--- src/rtl/ena_debounce.sv ---
// ena_debounce
// Debounces a raw push-button and derives a count enable for a downstream
// counter. The button is synchronised into clk, then a four-state FSM
// requires DEB_CYCLES consecutive stable samples before it accepts a level
// change. Accepted presses either toggle ena (TOGGLE_MODE=1) or ena simply
// follows the debounced level (TOGGLE_MODE=0).
//
// Ports:
//   clk           system clock
//   rst           asynchronous, active-high reset
//   btn_in        raw, bouncing, asynchronous button pin (active-high)
//   ena           count enable (ENA_RESET during/after reset)
//   btn_level     debounced button level
//   press_pulse   one-cycle strobe on an accepted press
//   release_pulse one-cycle strobe on an accepted release
//   press_count   accepted presses, modulo 256
//
// state        | meaning
// IDLE         | button accepted as released
// PRESS_WAIT   | s high, counting stable cycles before accepting press
// PRESSED      | button accepted as pressed
// RELEASE_WAIT | s low, counting stable cycles before accepting release
module ena_debounce #(
    parameter int unsigned DEB_CYCLES  = 1000000,
    parameter bit          TOGGLE_MODE = 1'b1,
    parameter bit          ENA_RESET   = 1'b1
) (
    input  logic       clk,
    input  logic       rst,
    input  logic       btn_in,
    output logic       ena,
    output logic       btn_level,
    output logic       press_pulse,
    output logic       release_pulse,
    output logic [7:0] press_count
);

    localparam int unsigned      CNT_W    = $clog2(DEB_CYCLES);
    localparam logic [CNT_W-1:0] CNT_LAST = CNT_W'(DEB_CYCLES - 1);
    localparam logic [CNT_W-1:0] CNT_ONE  = CNT_W'(1);

    typedef enum logic [1:0] {
        IDLE         = 2'd0,
        PRESS_WAIT   = 2'd1,
        PRESSED      = 2'd2,
        RELEASE_WAIT = 2'd3
    } state_t;

    logic             sync1_q, sync2_q;
    state_t           state_q, state_d;
    logic [CNT_W-1:0] cnt_q, cnt_d;
    logic             btn_level_q, btn_level_d;
    logic             press_pulse_q, press_pulse_d;
    logic             release_pulse_q, release_pulse_d;
    logic [7:0]       press_count_q, press_count_d;
    logic             ena_q, ena_d;

    // Two-flop synchroniser; only sync2_q is seen by the FSM.
    always_ff @(posedge clk or posedge rst) begin
        if (rst) begin
            sync1_q <= 1'b0;
            sync2_q <= 1'b0;
        end else begin
            sync1_q <= btn_in;
            sync2_q <= sync1_q;
        end
    end

    always_comb begin
        state_d         = state_q;
        cnt_d           = cnt_q;
        btn_level_d     = btn_level_q;
        press_pulse_d   = 1'b0;
        release_pulse_d = 1'b0;

        case (state_q)
            IDLE: begin
                if (sync2_q) begin
                    state_d = PRESS_WAIT;
                    cnt_d   = '0;
                end
            end
            PRESS_WAIT: begin
                if (!sync2_q) begin
                    state_d = IDLE;
                end else if (cnt_q == CNT_LAST) begin
                    state_d       = PRESSED;
                    btn_level_d   = 1'b1;
                    press_pulse_d = 1'b1;
                end else begin
                    cnt_d = cnt_q + CNT_ONE;
                end
            end
            PRESSED: begin
                if (!sync2_q) begin
                    state_d = RELEASE_WAIT;
                    cnt_d   = '0;
                end
            end
            RELEASE_WAIT: begin
                if (sync2_q) begin
                    state_d = PRESSED;
                end else if (cnt_q == CNT_LAST) begin
                    state_d         = IDLE;
                    btn_level_d     = 1'b0;
                    release_pulse_d = 1'b1;
                end else begin
                    cnt_d = cnt_q + CNT_ONE;
                end
            end
            default: begin
                state_d = IDLE;
                cnt_d   = '0;
            end
        endcase

        press_count_d = press_count_q + {7'd0, press_pulse_d};

        // ena is registered on the same edge as the pulse/level it derives from.
        if (TOGGLE_MODE) begin
            ena_d = ena_q ^ press_pulse_d;
        end else begin
            ena_d = btn_level_d;
        end
    end

    always_ff @(posedge clk or posedge rst) begin
        if (rst) begin
            state_q         <= IDLE;
            cnt_q           <= '0;
            btn_level_q     <= 1'b0;
            press_pulse_q   <= 1'b0;
            release_pulse_q <= 1'b0;
            press_count_q   <= 8'd0;
            ena_q           <= ENA_RESET;
        end else begin
            state_q         <= state_d;
            cnt_q           <= cnt_d;
            btn_level_q     <= btn_level_d;
            press_pulse_q   <= press_pulse_d;
            release_pulse_q <= release_pulse_d;
            press_count_q   <= press_count_d;
            ena_q           <= ena_d;
        end
    end

    assign ena           = ena_q;
    assign btn_level     = btn_level_q;
    assign press_pulse   = press_pulse_q;
    assign release_pulse = release_pulse_q;
    assign press_count   = press_count_q;

endmodule
--- config.mk ---
export PLATFORM = sky130hd
export DESIGN_NAME = ena_debounce
export DESIGN_NICKNAME = d
export VERILOG_FILES = /design/src/rtl/ena_debounce.sv
export SDC_FILE = /design/constraint.sdc
export NUM_CORES = 1
export LEC_CHECK = 0
export CAP_MARGIN = 20
export CELL_PAD_IN_SITES_DETAIL_PLACEMENT = 1
export CELL_PAD_IN_SITES_GLOBAL_PLACEMENT = 2
export CORE_MARGIN = 3
export CORE_UTILIZATION = 38
export CTS_BUF_LIST = sky130_fd_sc_hd__clkbuf_4
export CTS_CLUSTER_SIZE = 25
export DETAILED_ROUTE_END_ITERATION = 8
export DONT_BUFFER_PORTS = 1
export PLACE_DENSITY = 0.78
export SYNTH_ARGS = -nofsm -noshare
export SYNTH_HDL_FRONTEND = slang
export SYNTH_SLANG_ARGS = --single-unit
--- constraint.sdc ---
create_clock -name clk -period 2.2 [get_ports clk]
set_input_delay 0.44 -clock clk [delete_from_list [all_inputs] [get_ports clk]]
set_output_delay 0.44 -clock clk [all_outputs]
set_load 0.01 [all_outputs]
==> metrics <==
number of global-route vias before repair=1789; Worst Path Required=2.42 ns; Hold Path Class=primary input to async pin; # nets final=224; simple-gate area share of the yosys netlist=0.2643; critical path fanouts, max=5; register clock-pin slew on the reported worst setup and hold paths=approximately 0.11 ns; combinational share of power=0.107; multi-input logic area=approximately 1000 um^2; async set-reset flop share out of synthesis=1.000; initial antenna violation count=0; Worst Max-Slew Pin Slew=0.6770 ns; Ant. Diodes=0; maximum VDD drop=0.0002795 V; largest net degree at the start of global routing=23; GRT Residual Overflow=0; FF+latch count, synth=36; Initial DRT Pass Iterations=4; fillers=559; Num CTS Buffers=5; FF+latch area=902.1 um^2; antenna-violating nets left=0; largest family of logic cells by synthesized area=simple AND/OR/NAND/NOR gates; endpoint class of the critical path=flip-flop; Post-Synthesis Cells=197; H-tree depth=2; Cell Area, Placed=about 2200 um^2; FP Rows=25; mean area per synthesized cell=10.02 um^2; Clock Tree Root=clkbuf_4; Final Non-Filler Cells=286; CP arrival=about 2.3 ns; mux cell area share after synthesis=0.02535; Post-synth EDFFs=0; Core ar.=4880 um^2; unrepaired setup endpoints after global routing=false; Net Sw Frac=0.2664; Clock Latency Late Sink=~0.33 ns; register area share after synthesis=0.4569; chip width=around 78 um; first-pass GRT wire length=8963 um; Unique masters post-synth=51; synth cell count leaders=dfrtp_1 (35), nand3_1 (16), nand2_1 (12); post-route cell area=approximately 2300 um^2; die height=78.08 um; Layout Skew=0.006878 ns; critical path class=flip-flop to flip-flop; Area Growth Syn to Fin=16.35%; Top FF cell, synth=dfrtp_1; switching power=0.3217 mW; Synth area leader=dfrtp_1; final hold violations=0; Synth Area in XOR/XNOR=0.03992; reg-to-reg slack, setup=0.08 ns; fmax=0.4719 GHz; DPL Wire Length=4010 um; fin crit period=roughly 2.1 ns; Ys Warns=0; final setup vio count=0; setup_tns=0 ns; IO Port Bufs=0; Leak=1.035 nW; P_int=0.8860 mW; Placer Congestion=0.8551; IO Pins=15; vias=1686; pre-CTS setup slack=0.02771 ns; GR Util All Layers=0.1872; result of the run=finished, final reports clean; CP Launch Type=flip-flop; final count of pins violating max slew=0; number of vias per cell=~5.9; Die ar.=6096 um^2; layout cells sized above 1=0.2192; count leader, synth=dfrtp_1; CTS sink count=36; Area contributors post-synth=dfrtp_1 (44%), nand3_1 (4.1%), o211ai_1 (2.7%); sequential share of power=0.580; Pwr per Cell Area=525.7 nW/um^2; Placed Cells=278; Routed WL=~5300 um; Synth Area in Compound Gates=0.1451; Longest Clk Path Bufs=2; Mapped Area=1974 um^2; CTS Hold Buffers Added=0; CTS tree=done; Final WS setup=0.08111 ns; Synth Area in Adders=0.01901; Yosys top cell area share=0.4436; clock power share=0.313; number of max-cap violations=0; drt initial violations=86; Initial Util=0.4046; DRC=0; wire per inst=18.53 um; ratio of final minimum period to clock period=0.9631; Mapped Nets=203; relative slew slack=0.5482
state kept, by name (all words and copies together) (netlist names), named ones only:
name and cells:
btn_level 1, cnt_q 20, ena 1, press_count 8, press_pulse 1, release_pulse 1, state_q 1, sync1_q 1
sync2_q 1
cell families (layout without fill, tap and decap cells):
kind of cell             after synthesis  count (layout)
AO/OA/AOI/OAI                         39              39
multiplexers                           5               5
buffers and inverters                 23              45
adder cells (fa/ha/maj)                3               3
XOR/XNOR                               9               9
AND/OR/NAND/NOR                       82              82
flip-flops                            36              36
cell usage in the layout (no fill, tap or decap), types with 3 or more instances in the layout:
cell type  instances
buf_4             25
xnor2_1            6
a21o_1             3
clkbuf_4           7
inv_1             10
nor2_1             5
nand3_1           16
o211ai_1           7
nand2_1           12
a31oi_1            3
nand4_1            5
o21ai_0            6
and3_1             4
mux2i_1            5
nor4_1             5
o2bb2ai_1          3
and2_1             5
nor3_1             5
o41ai_1            4
or3_1              3
dfrtp_1           35
or4_1              3
xor2_1             3
final timing paths:
check,cells after the start,end,start
hold / removal,1,btn_level$_DFFE_PP0P_,rst
setup reg to reg,5,btn_level$_DFFE_PP0P_,cnt_q[10]$_DFFE_PP0P_
setup / recovery,5,btn_level$_DFFE_PP0P_,cnt_q[10]$_DFFE_PP0P_
min in group clk,0,sync1_q$_DFF_PP0_,btn_in
hold reg to reg,0,sync2_q$_DFF_PP0_,sync1_q$_DFF_PP0_
max in group asynchronous,2,press_count[1]$_DFF_PP0_,rst
power by group through the flow:
| stage | clock network, mW | logic, mW | registers (mW) |
|---|---|---|---|
| after global placement | 0 | 0.122 | 0.712 |
| after CTS | 0.389 | 0.128 | 0.701 |
| final | 0.378 | 0.129 | 0.701 |
| after global routing | 0.426 | 0.142 | 0.705 |
| after floorplan | 0 | 0.0630 | 0.716 |
| after detailed placement | 0 | 0.127 | 0.714 |
critical path, cell delays in order (launching register included):
cell and delay, ns:
dfrtp_1 0.40, buf_4 0.16, or4b_1 0.57, nor4_4 0.52, and2_1 0.27, o211ai_1 0.09
layout make-up:
class                           instances  share of cell area
Clock buffer                            7             0.02288
Multi-Input combinational cell        138              0.4357
Timing Repair Buffer                   26             0.09041
Sequential cell                        36              0.3927
Tap cell                               67             0.03649
Inverter                               11             0.01797
Clock inverter                          1            0.003813
what timing repair did:
| item | CTS | global route |
|---|---|---|
| setup endpoints to repair | 2 | 4 |
| gates resized for setup | 1 | 5 |
| pin swaps | 0 | 2 |
| cloned | 0 | 0 |
| buffers inserted | 0 | 0 |
per-stage QoR:
stage / total power [mW] / utilization / hold slack [ns]
finish: 1.208 / 0.4708 / 0.07885
global route: 1.273 / 0.4708 / 0.08779
CTS: 1.218 / 0.4667 / 0.09088
detailed placement: 0.8410 / 0.4528 / 0.3450
global placement: 0.8342 / 0.4528 / 0.3323
floorplan: 0.7787 / - / 0.3312
layer usage:
metal	global-route usage	share of wire
met1	0.2425	0.46
met2	0.3142	0.50
met4	0.05769	0.0091
met5	0	0
met3	0.03899	0.027
(Power assumes the default switching activity.)
